## src/rtl/despawn.sv

```systemverilog
// despawn: glides an object from its current offset to a fixed exit point in 2^STEP_LOG2 ticked steps.
// Define DESPAWN_FADE_EN to add a 4-bit alpha output that fades out during the move.
module despawn #(
  parameter int HWIDTH = 11,
  parameter int VWIDTH = 11,
  parameter logic signed [HWIDTH-1:0] HDST = 640,
  parameter logic signed [VWIDTH-1:0] VDST = 0,
  parameter int STEP_LOG2 = 3
) (
  input  logic                     clk,
  input  logic                     rst_n,
  input  logic                     start,
  input  logic                     tick,
  input  logic signed [HWIDTH-1:0] hcur,
  input  logic signed [VWIDTH-1:0] vcur,
  output logic signed [HWIDTH-1:0] hoffset,
  output logic signed [VWIDTH-1:0] voffset,
  output logic                     busy,
  output logic                     done,
  output logic                     visible
`ifdef DESPAWN_FADE_EN
  ,
  output logic [3:0]               alpha
`endif
);
  typedef enum logic [1:0] {IDLE, MOVE, DONE} state_t;
  state_t                 state_q;
  logic signed [HWIDTH-1:0] hoff_q, hdel_q, hdel_d, hsum_d;
  logic signed [VWIDTH-1:0] voff_q, vdel_q, vdel_d, vsum_d;
  logic signed [HWIDTH:0]   hdif_d;
  logic signed [VWIDTH:0]   vdif_d;
  logic [STEP_LOG2-1:0]     step_q;
  logic                     busy_q, done_q, visible_q;
`ifdef DESPAWN_FADE_EN
  logic [3:0]               alpha_q;
`endif
  // One extra bit keeps the distance exact before the arithmetic shift; the shifted result always fits back in width.
  assign hdif_d = {HDST[HWIDTH-1], HDST} - {hcur[HWIDTH-1], hcur};
  assign vdif_d = {VDST[VWIDTH-1], VDST} - {vcur[VWIDTH-1], vcur};
  assign hdel_d = HWIDTH'(hdif_d >>> STEP_LOG2);
  assign vdel_d = VWIDTH'(vdif_d >>> STEP_LOG2);
  assign hsum_d = hoff_q + hdel_q;
  assign vsum_d = voff_q + vdel_q;
  always_ff @(posedge clk) begin
    if (!rst_n) begin
      state_q   <= IDLE;
      hoff_q    <= '0;
      voff_q    <= '0;
      hdel_q    <= '0;
      vdel_q    <= '0;
      step_q    <= '0;
      busy_q    <= 1'b0;
      done_q    <= 1'b0;
      visible_q <= 1'b1;
`ifdef DESPAWN_FADE_EN
      alpha_q   <= 4'd15;
`endif
    end else begin
      done_q <= 1'b0;
      case (state_q)
        IDLE: if (start) begin
          state_q   <= MOVE;
          hoff_q    <= hcur;
          voff_q    <= vcur;
          hdel_q    <= hdel_d;
          vdel_q    <= vdel_d;
          step_q    <= '0;
          busy_q    <= 1'b1;
          visible_q <= 1'b1;
`ifdef DESPAWN_FADE_EN
          alpha_q   <= 4'd15;
`endif
        end
        MOVE: if (tick) begin
          // The final step snaps to the exit point so truncated deltas leave no residue.
          if (&step_q) begin
            state_q   <= DONE;
            hoff_q    <= HDST;
            voff_q    <= VDST;
            busy_q    <= 1'b0;
            done_q    <= 1'b1;
            visible_q <= 1'b0;
`ifdef DESPAWN_FADE_EN
            alpha_q   <= 4'd0;
`endif
          end else begin
            hoff_q <= hsum_d;
            voff_q <= vsum_d;
            step_q <= step_q + 1'b1;
`ifdef DESPAWN_FADE_EN
            alpha_q <= (alpha_q == 4'd0) ? 4'd0 : alpha_q - 4'd1;
`endif
          end
        end
        DONE: state_q <= IDLE;
        default: state_q <= IDLE;
      endcase
    end
  end
  assign hoffset = hoff_q;
  assign voffset = voff_q;
  assign busy    = busy_q;
  assign done    = done_q;
  assign visible = visible_q;
`ifdef DESPAWN_FADE_EN
  assign alpha   = alpha_q;
`endif
endmodule

```

## config.mk

```make
export PLATFORM = sky130hd
export DESIGN_NAME = despawn
export DESIGN_NICKNAME = d
export VERILOG_FILES = /design/src/rtl/despawn.sv
export SDC_FILE = /design/constraint.sdc
export NUM_CORES = 1
export LEC_CHECK = 0
export ABC_AREA = 1
export CAP_MARGIN = 20
export CORE_ASPECT_RATIO = 0.8
export CORE_MARGIN = 2
export CORE_UTILIZATION = 60
export CTS_CLUSTER_DIAMETER = 120
export DETAILED_ROUTE_END_ITERATION = 7
export DONT_BUFFER_PORTS = 1
export PLACE_DENSITY = 0.76
export REMOVE_ABC_BUFFERS = 1
export SLEW_MARGIN = 20
export SYNTH_ARGS = -nofsm -noshare
export SYNTH_HDL_FRONTEND = slang
export SYNTH_SLANG_ARGS = --single-unit
```

## constraint.sdc

```tcl
create_clock -name clk -period 2.6 [get_ports clk]
set_input_delay 0.13 -clock clk [delete_from_list [all_inputs] [get_ports clk]]
set_output_delay 0.13 -clock clk [all_outputs]
set_load 0.05 [all_outputs]
```

# Word-level counts from Yosys, hierarchy flattened
# Cells that the tools add are included.
[totals]
input_bits = 26
elab_cells = 49
register_bits = 48
out_inout_bits = 25
[classes]
n_eq_ne = 5
muxes = 21
addsub = 5
reduce_logical = 9
[ops]
columns = ["op", "count"]
rows = [
  ["$mux 11", 6],
  ["$pmux 11 s2", 2],
  ["$add 11x9->11", 2],
  ["$reduce_and 3->1", 4],
  ["$sub 1x11->12 const A", 1],
  ["$sub 11x11->12 const A", 1],
  ["$mux 3", 3],
  ["$ne 2x2->1 const B", 4],
  ["$reduce_and 4->1", 2],
  ["$mux 2", 3],
  ["$pmux 3 s2", 1],
  ["$mux 1", 4],
  ["$pmux 2 s2", 1],
  ["$add 3x1->3 const B", 1],
  ["$eq 2x1->1 const B", 1],
  ["$logic_not 2->1", 1],
  ["$pmux 1 s2", 1],
  ["$reduce_and 2->1", 1],
  ["$reduce_bool 2->1", 1],
]

# Longest topological paths before layout
[logic_depth]
ltp_word = 4
mapped_depth = 13
depth_no_buf = 13

# Worst setup path after synthesis
# OpenSTA, ideal clock, no wires.
[synth_path]
kind = "reg2reg"
from = "reg hoff_q[0] (netlist: hoffset[0])"
to = "reg hoff_q[6] (netlist: hoffset[6])"
path_stages_with_launch = 12
synth_period_minus_slack_ns = 2.098
slack_ns = 0.502
n_path_buf = 0
setup_time_ns = 0.070
t_required_ns = 2.530
arrival_ns = 2.028
path_cell_list = "dfxtp_1 -> ha_1 -> inv_1 -> fa_1 -> inv_1 -> nand2_1 -> nand2_1 -> o21ai_0 -> o21ai_0 -> or2_2 -> nand3_1 -> a21oi_1"
[synth_via]
elab_chain_len = 4
[synth_rtl]
columns = ["item", "line", "text"]
rows = [
  ["start, declared", "28", "logic signed [HWIDTH-1:0] hoff_q, hdel_q, hdel_d, hsum_d;"],
  ["start signal, assigned", "63", "hoff_q <= hcur;"],
  ["start signal, assigned", "87", "hoff_q <= hsum_d;"],
  ["$add 11x9->11", "42", "assign hsum_d = hoff_q + hdel_q;"],
  ["$mux 11", "76", "if (&step_q) begin"],
  ["$mux 11", "74", "MOVE: if (tick) begin"],
  ["$pmux 11 s2", "60", "case (state_q)"],
]
# No other way between the ends. The select of a mux whose other input is x is not followed.
# A chain may end at the register's enable or synchronous reset.

# Final worst setup path
[layout_path]
from = "reg state_q[0]"
to = "reg hoff_q[7] (netlist: hoffset[7])"
[layout_via]
elab_chain_len = 3
word_cells_on_any_way = 7
classes_between = "eq/ne (3); mux (1); reduce/logical (3)"
[layout_rtl]
columns = ["item", "line", "text"]
rows = [
  ["start, declared", "27", "state_t state_q;"],
  ["start signal, assigned", "46", "state_q <= IDLE;"],
  ["start signal, assigned", "62", "state_q <= MOVE;"],
  ["start signal, assigned", "77", "state_q <= DONE;"],
  ["$eq 2x1->1 / $logic_not 2->1 (equally long branches)", "60", ""],
  ["$ne 2x2->1 (no line) / $reduce_bool 2->1 (equally long branches)", "--", ""],
  ["$reduce_and 3->1 (no line)", "--", ""],
]
# Several ways; a longest one is shown, not always the timed one.

==> impl_metrics.yaml <==
yosys:
  synth_top_area_share_pct: 29.9
  synth_edf_count: 0
  ys_warn_count: 0
  async_flop_share_pct: 0
  synth_seq_cells: 48
  synth_area_leaders: "dfxtp_1, nand2_1, ha_1"
  avgSynthCellArea_um2: 6.62
  ys.flop_type: "dfxtp_1"
  yosys.area.top_type: "dfxtp_1"
  syn_area_um2: 3210
  yosys.cell_count.top_type: "nand2_1"
  synthCells: 485
  synth_common_cells: "nand2_1, inv_1, dfxtp_1"
  ys_seq_area_share_pct: 29.9
  synth.distinct_cells: 40
pwr:
  seqPwrFrac_pct: 41.6
  ir_drop_v: 0.000396
  clock_power_share_pct: 26.2
  p_per_area_nw_per_um2: 583
  swShare_pct: 37.2
  p_int_uw: 1310
  p_leak_uw: 0.00182
  combPwrFrac_pct: 32.2
  switchingPower_uw: 774
clock_tree:
  cts_tree: "done"
  cts_sinks: 48
  cts-htree-levels: 2
  clock_path_buffers: 2
  clock-root-buffer: "clkbuf_8"
  post_cts_buffers: 0
  clk_latency_ns: 0.30
  cts_resized: 0
  clk_pin_slew_ns: 0.09
  cts_buffers: 5
  ctsHoldBuffers: 6
sta:
  tightest_slew_ns: 0.857
  clock_skew_ns: 0.0108
  slew_headroom_pct: 42.7
  rsz0062_at_grt: "false"
  setup_viol: 0
  period_minus_slack_ns: 2.21
  setup_ws_ns: 0.389
  tns_ns: 0
  max_freq_ghz: 0.452
  maxSlewViolCount: 0
  min_period_over_period_pct: 85.0
  hold_viol: 0
setup_path:
  r2r-end: "hoffset[7]$_SDFFE_PN0P_"
  critical_path_buf_inv_count: 4
  endpoint_kind: "flop"
  cpPeakStageDelay_ns: 0.44
  critPathKind: "reg2reg"
  crit_arrival_ns: 2.44
  slowest_stage: "inv_2"
  path_delay_family: "buffers and inverters"
  crit_path_max_fanout: 38
  r2r_cells: 10
  critPathRequiredTime_ns: 2.83
  reg2reg_slack_ns: 0.39
  path_cells: "inv_2, nor2_4, inv_2, nor2_4, nor2_4, inv_2, o21ai_0, inv_1, nand2_1, a21oi_1"
  cp-start-kind: "flop"
  r2r-start: "state_q[0]$_SDFFE_PN0P_"
outcome:
  outcome: "complete, but fails checks"
  failed_checks: "DRC"
die:
  die-area_um2: 5960
  rows: 23
  initial_utilization_pct: 63.1
  io_pins: 51
  coreArea_um2: 5090
  die_h_um: 69.4
  die_x_um: 85.8
grt:
  overflow: 0
  grt_usage_pct: 31.2
  antenna_found_initial: 0
  first_global_vias: 3078
  grt_max_degree: 39
  grt_pass1_wl_mm: 14.9
placed_design:
  place_inst: 559
  port_buffers: 0
  dp_slack_ns: 0.428
  hpwl_mm: 6.83
  place_congestion: 0.957
finish:
  drive_gt1_share_pct: 8.98
  fill_cells: 462
  final_cells: 574
  antenna_cells: 0
  nets: 561
  area_growth_pct: 11.2
worst_hold_path:
  min_path_cells: 2
  hp-start: "hcur[4]"
  hold_end: "hoffset[4]$_SDFFE_PN0P_"
  hold_class: "in2reg"
route:
  drt_wl_total_mm: 9.03
  drt_iter0_drc: 381
  avgViaCountPerCell: 5.90
  first_pass_iters: 8
  ant_nets: 0
  vias: 3387
  drc_errors: 5
  routedWlPerCell_um: 15.7
job:
  drv_cap: 0
power by group through the flow:
| stage | clock, µW | sequential (µW) | combinational, µW |
|---|---|---|---|
| 2_1_floorplan | 0 | 1010 | 348 |
| 3_3_place_gp | 0 | 880 | 634 |
| 3_5_place_dp | 0 | 881 | 644 |
| 4_1_cts | 545 | 864 | 662 |
| 5_1_grt | 575 | 870 | 742 |
| 6_report | 546 | 865 | 670 |
layer usage:
layer	vias to the layer above	wire, µm	GRT usage [%]
met3	12	837	8.33
met1	1549	4340	45.7
met2	163	3790	46.3
li1	1663	-	-
met5	-	0	0
met4	0	65	5.64
cells by family (layout without fill, tap and decap cells):
logic type      Yosys count  in the layout  share of synthesized area [%]
compound gates          109            109                           19.3
xor+xnor                  3              3                          0.818
fa+ha+maj                24             24                           9.82
buf+inv                  80            107                           10.2
flops                    48             48                           29.9
simple gates            221            221                           29.9
registers in the layout, indices dropped and copies added (netlist names):
register  cells
state_q       2
hoffset      11
voffset      11
vdel_q        9
visible       1
step_q        3
busy          1
done          1
hdel_q        9
how the worst max path moves through the flow:
| stage | from | end | slack (ns) | depth (start not counted) |
|---|---|---|---|---|
| after floorplan | hoffset[0]$_SDFFE_PN0P_ | hoffset[6]$_SDFFE_PN0P_ | 0.49 | 11 |
| after global placement | state_q[0]$_SDFFE_PN0P_ | hoffset[9]$_SDFFE_PN0P_ | 0.56 | 10 |
| after detailed placement | state_q[0]$_SDFFE_PN0P_ | hoffset[7]$_SDFFE_PN0P_ | 0.43 | 10 |
| after CTS | state_q[0]$_SDFFE_PN0P_ | hoffset[7]$_SDFFE_PN0P_ | 0.41 | 10 |
| after global routing | state_q[0]$_SDFFE_PN0P_ | voffset[7]$_SDFFE_PN0P_ | 0.18 | 9 |
| final | state_q[0]$_SDFFE_PN0P_ | hoffset[7]$_SDFFE_PN0P_ | 0.39 | 10 |
metrics by stage:
stage | util, % | cell area [µm²] | power, µW | hold slack (ns)
after global placement | 66.6 | 3390 | 1510 | 0.250
after detailed placement | 66.6 | 3390 | 1530 | 0.258
after CTS | 69.9 | 3560 | 2070 | 0.00228
after global routing | 70.1 | 3570 | 2190 | 0.00750
after floorplan | - | 3140 | 1360 | 0.241
final | 70.1 | 3570 | 2080 | 0.00157
layout by cell type (no fill, tap or decap), types with 3 or more instances in the layout:
| cell type | instances |
|---|---|
| nand2_1 | 119 |
| ha_1 | 22 |
| buf_4 | 23 |
| a31oi_1 | 6 |
| nand3_1 | 37 |
| inv_1 | 64 |
| dlygate4sd3_1 | 7 |
| nor4_1 | 3 |
| a21oi_1 | 37 |
| nand4_1 | 6 |
| dfxtp_1 | 48 |
| clkbuf_8 | 5 |
| or2_2 | 7 |
| nor3_1 | 3 |
| nor2_4 | 3 |
| nor2_1 | 40 |
| o21ai_0 | 43 |
| inv_2 | 3 |
cell type report:
class	instances	area (µm²)	area share, %
sequential	48	961	26.9
tap	62	77.6	2.17
multi-input combinational	357	1920	53.8
inverter	69	260	7.29
clock inverter	2	35.0	0.981
clock buffer	6	72.6	2.03
timing repair buffer	30	243	6.80
Power figures use the tool's default switching activity.
